**config.mk**
```make
export PLATFORM = sky130hd
export DESIGN_NAME = bit_serializer_flat
export DESIGN_NICKNAME = d
export VERILOG_FILES = /design/src/rtl/bit_serializer_if.sv /design/src/rtl/bit_serializer.sv /design/src/flat_wrapper.sv
export SDC_FILE = /design/constraint.sdc
export NUM_CORES = 1
export LEC_CHECK = 0
export ABC_AREA = 1
export BUFFER_PORTS_ARGS = -buffer_cell sky130_fd_sc_hd__buf_2
export CAP_MARGIN = 0
export CORE_MARGIN = 5
export CORE_UTILIZATION = 40
export CTS_CLUSTER_DIAMETER = 100
export CTS_CLUSTER_SIZE = 25
export DETAILED_ROUTE_END_ITERATION = 8
export SYNTH_ARGS = -nofsm -noshare
export SYNTH_HDL_FRONTEND = slang
export SYNTH_SLANG_ARGS = --single-unit
```
**constraint.sdc**
```tcl
create_clock -name clk -period 1.7 [get_ports clk]
set_input_delay 0.34 -clock clk [delete_from_list [all_inputs] [get_ports clk]]
set_output_delay 0.34 -clock clk [all_outputs]
set_load 0.01 [all_outputs]
```
**src/rtl/bit_serializer_if.sv**
```systemverilog
// Word-in / bit-out handshake bundle for bit_serializer.
// The producer uses the master modport and the serializer uses the slave modport.
interface bit_serializer_if #(
  parameter int WIDTH = 8
);
  logic [WIDTH-1:0] in_data;
  logic             in_valid;
  logic             in_ready;
  logic             dout;
  logic             dout_valid;
  logic             frame_start;
  logic             busy;

  modport master (
    output in_data, in_valid,
    input  in_ready, dout, dout_valid, frame_start, busy
  );

  modport slave (
    input  in_data, in_valid,
    output in_ready, dout, dout_valid, frame_start, busy
  );
endinterface

```
**src/rtl/bit_serializer.sv**
```systemverilog
// Parallel-to-serial front end: one-word hold buffer, MSB-first gapless bit stream on dout.
// Define BIT_SERIALIZER_PARITY_EN to append an even-parity bit to every frame.
//
// state  | meaning
// IDLE   | line at IDLE_BIT, shifter empty
// SHIFT  | data bit cnt of the current frame is on dout
// PARITY | parity bit of the current frame is on dout (parity build only)
module bit_serializer #(
  parameter int   WIDTH    = 8,
  parameter logic IDLE_BIT = 1'b1
) (
  input  logic             clk,
  input  logic             rst,
  bit_serializer_if.slave  bus
);

  localparam int CW = $clog2(WIDTH);
  localparam logic [CW-1:0] LAST = CW'(WIDTH - 1);

`ifdef BIT_SERIALIZER_PARITY_EN
  typedef enum logic [1:0] {IDLE, SHIFT, PARITY} state_t;
`else
  typedef enum logic {IDLE, SHIFT} state_t;
`endif

  state_t           state;
  logic [WIDTH-1:0] hold_q;
  logic             hold_full;
  logic [WIDTH-1:0] shreg;
  logic [CW-1:0]    cnt;
  logic             dout_q;
  logic             dout_valid_q;
  logic             frame_start_q;
`ifdef BIT_SERIALIZER_PARITY_EN
  logic             par_q;
`endif

  logic             accept;
  logic             frame_end;
  logic             load_hold;
  logic             load_in;
  logic             to_hold;
  logic [WIDTH-1:0] load_word;

  assign accept = bus.in_valid && !hold_full;

`ifdef BIT_SERIALIZER_PARITY_EN
  assign frame_end = (state == PARITY);
`else
  assign frame_end = (state == SHIFT) && (cnt == LAST);
`endif

  // A word arriving on the last-bit edge with hold empty goes straight to the
  // shifter, so the stream stays gapless and no word is ever parked while IDLE.
  assign load_hold = frame_end && hold_full;
  assign load_in   = accept && ((state == IDLE) || (frame_end && !hold_full));
  assign to_hold   = accept && !load_in;
  assign load_word = load_hold ? hold_q : bus.in_data;

  always_ff @(posedge clk or posedge rst) begin
    if (rst) begin
      state         <= IDLE;
      hold_q        <= '0;
      hold_full     <= 1'b0;
      shreg         <= '0;
      cnt           <= '0;
      dout_q        <= IDLE_BIT;
      dout_valid_q  <= 1'b0;
      frame_start_q <= 1'b0;
`ifdef BIT_SERIALIZER_PARITY_EN
      par_q         <= 1'b0;
`endif
    end else begin
      frame_start_q <= 1'b0;

      if (to_hold) begin
        hold_q    <= bus.in_data;
        hold_full <= 1'b1;
      end else if (load_hold) begin
        hold_full <= 1'b0;
      end

      if (load_hold || load_in) begin
        shreg         <= {load_word[WIDTH-2:0], 1'b0};
        dout_q        <= load_word[WIDTH-1];
        dout_valid_q  <= 1'b1;
        frame_start_q <= 1'b1;
        cnt           <= '0;
        state         <= SHIFT;
`ifdef BIT_SERIALIZER_PARITY_EN
        par_q         <= ^load_word;
`endif
      end else begin
        case (state)
          SHIFT: begin
            if (cnt == LAST) begin
`ifdef BIT_SERIALIZER_PARITY_EN
              dout_q <= par_q;
              state  <= PARITY;
`else
              dout_q       <= IDLE_BIT;
              dout_valid_q <= 1'b0;
              cnt          <= '0;
              state        <= IDLE;
`endif
            end else begin
              dout_q <= shreg[WIDTH-1];
              shreg  <= {shreg[WIDTH-2:0], 1'b0};
              cnt    <= cnt + 1'b1;
            end
          end
          default: begin
            dout_q       <= IDLE_BIT;
            dout_valid_q <= 1'b0;
            cnt          <= '0;
            state        <= IDLE;
          end
        endcase
      end
    end
  end

  assign bus.in_ready    = !hold_full;
  assign bus.dout        = dout_q;
  assign bus.dout_valid  = dout_valid_q;
  assign bus.frame_start = frame_start_q;
  assign bus.busy        = (state != IDLE) || hold_full;

endmodule

```
**src/flat_wrapper.sv**
```systemverilog
// flat-port wrapper written by rule: the top's interface ports become plain ports
module bit_serializer_flat 
#(
  parameter int   WIDTH    = 8,
  parameter logic IDLE_BIT = 1'b1
)
  (clk, rst, bus_in_data, bus_in_valid, bus_in_ready, bus_dout, bus_dout_valid, bus_frame_start, bus_busy);
  bit_serializer_if #(.WIDTH(WIDTH)) bus_i ();
  input  logic clk;
  input  logic rst;
  input wire logic [$bits(bus_i.in_data)-1:0] bus_in_data;
  input wire logic [$bits(bus_i.in_valid)-1:0] bus_in_valid;
  output wire logic [$bits(bus_i.in_ready)-1:0] bus_in_ready;
  output wire logic [$bits(bus_i.dout)-1:0] bus_dout;
  output wire logic [$bits(bus_i.dout_valid)-1:0] bus_dout_valid;
  output wire logic [$bits(bus_i.frame_start)-1:0] bus_frame_start;
  output wire logic [$bits(bus_i.busy)-1:0] bus_busy;
  assign bus_i.in_data = bus_in_data;
  assign bus_i.in_valid = bus_in_valid;
  assign bus_in_ready = bus_i.in_ready;
  assign bus_dout = bus_i.dout;
  assign bus_dout_valid = bus_i.dout_valid;
  assign bus_frame_start = bus_i.frame_start;
  assign bus_busy = bus_i.busy;
  bit_serializer #(.WIDTH(WIDTH), .IDLE_BIT(IDLE_BIT)) u_core (.clk(clk), .rst(rst), .bus(bus_i));
endmodule
```
==> results_dict.tcl <==
set metrics [dict create \
    antenna_found_initial 0 \
    sw_frac_of_total_pct 42.4 \
    internal_power_mw 1.29 \
    synth.cell_area_um2 1250 \
    hp-class "in2reg" \
    initial_core_util_pct 41.4 \
    track_usage_pct 13.6 \
    cap_violations 0 \
    p_per_area_nw_per_um2 1610 \
    comb_power_share_pct 43.3 \
    die_w_um 66.0 \
    drtIter0Drc 51 \
    synthToLayoutAreaGrowth_pct 11.6 \
    path_class "reg2reg" \
    min_period_ns 1.61 \
    holdPathStages 3 \
    p_sw_mw 0.953 \
    ys_seq_area_share_pct 46.1 \
    finalMaxSlewViolations 0 \
    ys_warn_count 0 \
    critPathMaxFanout 13 \
    synth_top_cell_area_share_pct 44.0 \
    drcViolationCount 0 \
    wl_per_cell_um 13.4 \
    ys_types 22 \
    clockBufferDepth 2 \
    clk_latency_ns 0.32 \
    status "completed" \
    setup.worst_path.end_class "flop" \
    cts.clk_slew.worst_paths_ns 0.13 \
    peakVddDrop_mv 0.640 \
    hold_violations 0 \
    die_height_um 66.0 \
    leakagePower_nw 0.666 \
    core_area_um2 3030 \
    cts_tree "built" \
    wl_um 2580 \
    layout-drive-gt1-share_pct 36.2 \
    start_kind "flop" \
    gp_congestion 0.840 \
    worst_hold_slack_ns 0.251 \
    fp.dieArea_um2 4350 \
    grt_overflow_total 0 \
    finalSetupViolCount 0 \
    syn_area_per_cell_um2 9.63 \
    fin_setup_tns_ns 0 \
    vias 980 \
    fp-row-count 20 \
    path_depth 8 \
    yosys.area.top_type "dfrtp_1" \
    first_global_vias 1000 \
    via_per_inst 5.08 \
    final_core_util_pct 46.2 \
    nets 163 \
    skew_ns 0.00868 \
    grt_pass1_wl_um 4510 \
    grt_max_degree 17 \
    cts-root-buf "clkbuf_4" \
    worstPathArrival_ns 1.82 \
    crit_required_ns 1.91 \
    dp_hpwl_um 1860 \
    power_frac_clock_pct 11.6 \
    cts.sink_count 23 \
    ctsHtreeMaxLevel 1 \
    crit_path_cell_trace "ha_1, ha_2, inv_4, nand2_8, nand2_8, nand3_2, nor2_2, a21oi_2" \
    fill_cells 303 \
    first_pass_iters 6 \
    synth_nets 143 \
    ioPinCount 16 \
    diodes 0 \
    numPortBuffers 15 \
    place_ws_ns 0.0240 \
    critical-path-max-stage-delay_ns 0.41 \
    slowest_stage "dfrtp_1" \
    rr_worst_depth 8 \
    ant_nets 0 \
    ys_top_cells_by_area "dfrtp_1, nand2_1, buf_6" \
    setup_ws_ns 0.0932 \
    power_frac_seq_pct 45.1 \
    cts_setup_buffers 0 \
    max-slew-margin-rel_pct 73.4 \
    fmax_mhz 622 \
    synth_cells 130 \
    cts_inserted_buffers 3 \
    min_period_over_period_pct 94.5 \
    cp_top_family "simple AND/OR/NAND/NOR gates" \
    synth_seq_cells 23 \
    worst_slew_pin_slew_ns 0.398 \
    crit_path_frequent_cell "nand2_8" \
    cp_num_buf_inv 1 \
]
-- per-stage QoR --
| stage | total power [mW] | std cells | area [um2] |
|---|---|---|---|
| 6_report | 2.25 | 193 | 1400 |
| 5_1_grt | 2.44 | 193 | 1400 |
| 4_1_cts | 2.24 | 192 | 1390 |
| 3_5_place_dp | 1.98 | 187 | 1350 |
| 3_3_place_gp | 1.96 | 187 | 1350 |
| 2_1_floorplan | 1.80 | 130 | 1250 |
-- worst paths after layout --
check | start | end | slack, ns
max in group asynchronous | rst | u_core.hold_full | 0.64
worst min-delay path | bus_in_data[3] | u_core.hold_q[3] | 0.25
worst max-delay path | u_core.cnt[0] | u_core.shreg[6] | 0.09
worst min register to register | u_core.cnt[0] | u_core.cnt[0] | 0.45
worst max register to register | u_core.cnt[0] | u_core.shreg[6] | 0.09
min in group asynchronous | rst | u_core.shreg[5] | 0.53
-- routing by layer --
layer  up-vias  wire, um  GRT usage (%)
met1       471      1220           18.1
met2        28      1200           21.3
met4         0        48           6.09
met5         -         0              0
li1        475         -              -
met3         6       108           2.55
-- synth_stat cells --
cell type	n
o21a_1	1
nand2_1	38
nor2_1	4
inv_4	1
nand3_1	8
inv_1	7
ha_1	2
nor2_8	1
nand4_1	7
o21ai_2	1
nand3_4	2
nand2_8	3
a21oi_2	7
dfrtp_1	22
nor2_2	7
o211ai_1	5
nand2_2	2
o21ai_1	1
buf_6	6
inv_2	2
dfstp_2	1
o21ai_0	2
-- logic make-up after synthesis --
kind of cell,count (synthesis),synth area share (%)
and+or+nand+nor,72,33.0
AOI/OAI and AO/OA,17,10.4
buffers and inverters,16,8.59
adders and majority gates,2,2.00
DFF,23,46.1
-- power groups by stage --
stage / Clock [mW] / Sequential (mW) / Combinational (mW)
6_report: 0.261 / 1.01 / 0.972
5_1_grt: 0.299 / 1.05 / 1.09
4_1_cts: 0.266 / 1.01 / 0.970
3_5_place_dp: 0 / 1.02 / 0.960
3_3_place_gp: 0 / 1.02 / 0.937
2_1_floorplan: 0 / 0.930 / 0.867
-- cell usage in the layout, fill, tap and decap left out, types with 3 or more instances in the layout --
cell and count:
nand4_1 7, buf_2 15, nor2_1 4, clkbuf_4 3
nand2_8 3, dfrtp_1 20, nor2_2 7, a21oi_2 7
nand3_1 8, buf_4 4, nand2_1 38, o211ai_1 5
inv_1 7
-- tightest hold or removal path, stage by stage --
cell and delay [ns]:
buf_2 0.09, nand3_1 0.06, nand2_1 0.06
-- final cells by class --
type / count / area (um2) / area share (%)
Clock buffer: 3 / 22.5 / 1.61
Tap cell: 44 / 55.1 / 3.94
Inverter: 10 / 40.0 / 2.86
Sequential cell: 23 / 579 / 41.5
Multi-Input combinational cell: 92 / 581 / 41.5
Timing Repair Buffer: 20 / 115 / 8.24
Clock inverter: 1 / 5.00 / 0.358
-- repair_timing --
action	in CTS	in global routing
endpoints found under the hold margin	9	0
cloned	0	1
hold buffers	1	0
setup endpoints to repair	1	7
resized for setup	1	2
-- sequential cells by signal, indices dropped and copies added, names as in the netlist --
signal / flops
u_core.bus.dout_valid: 1
u_core.state: 1
u_core.hold_full: 1
u_core.bus.frame_start: 1
u_core.bus.dout: 1
u_core.shreg: 7
u_core.cnt: 3
u_core.hold_q: 8
Note: power is estimated with default switching activity, not from simulation.
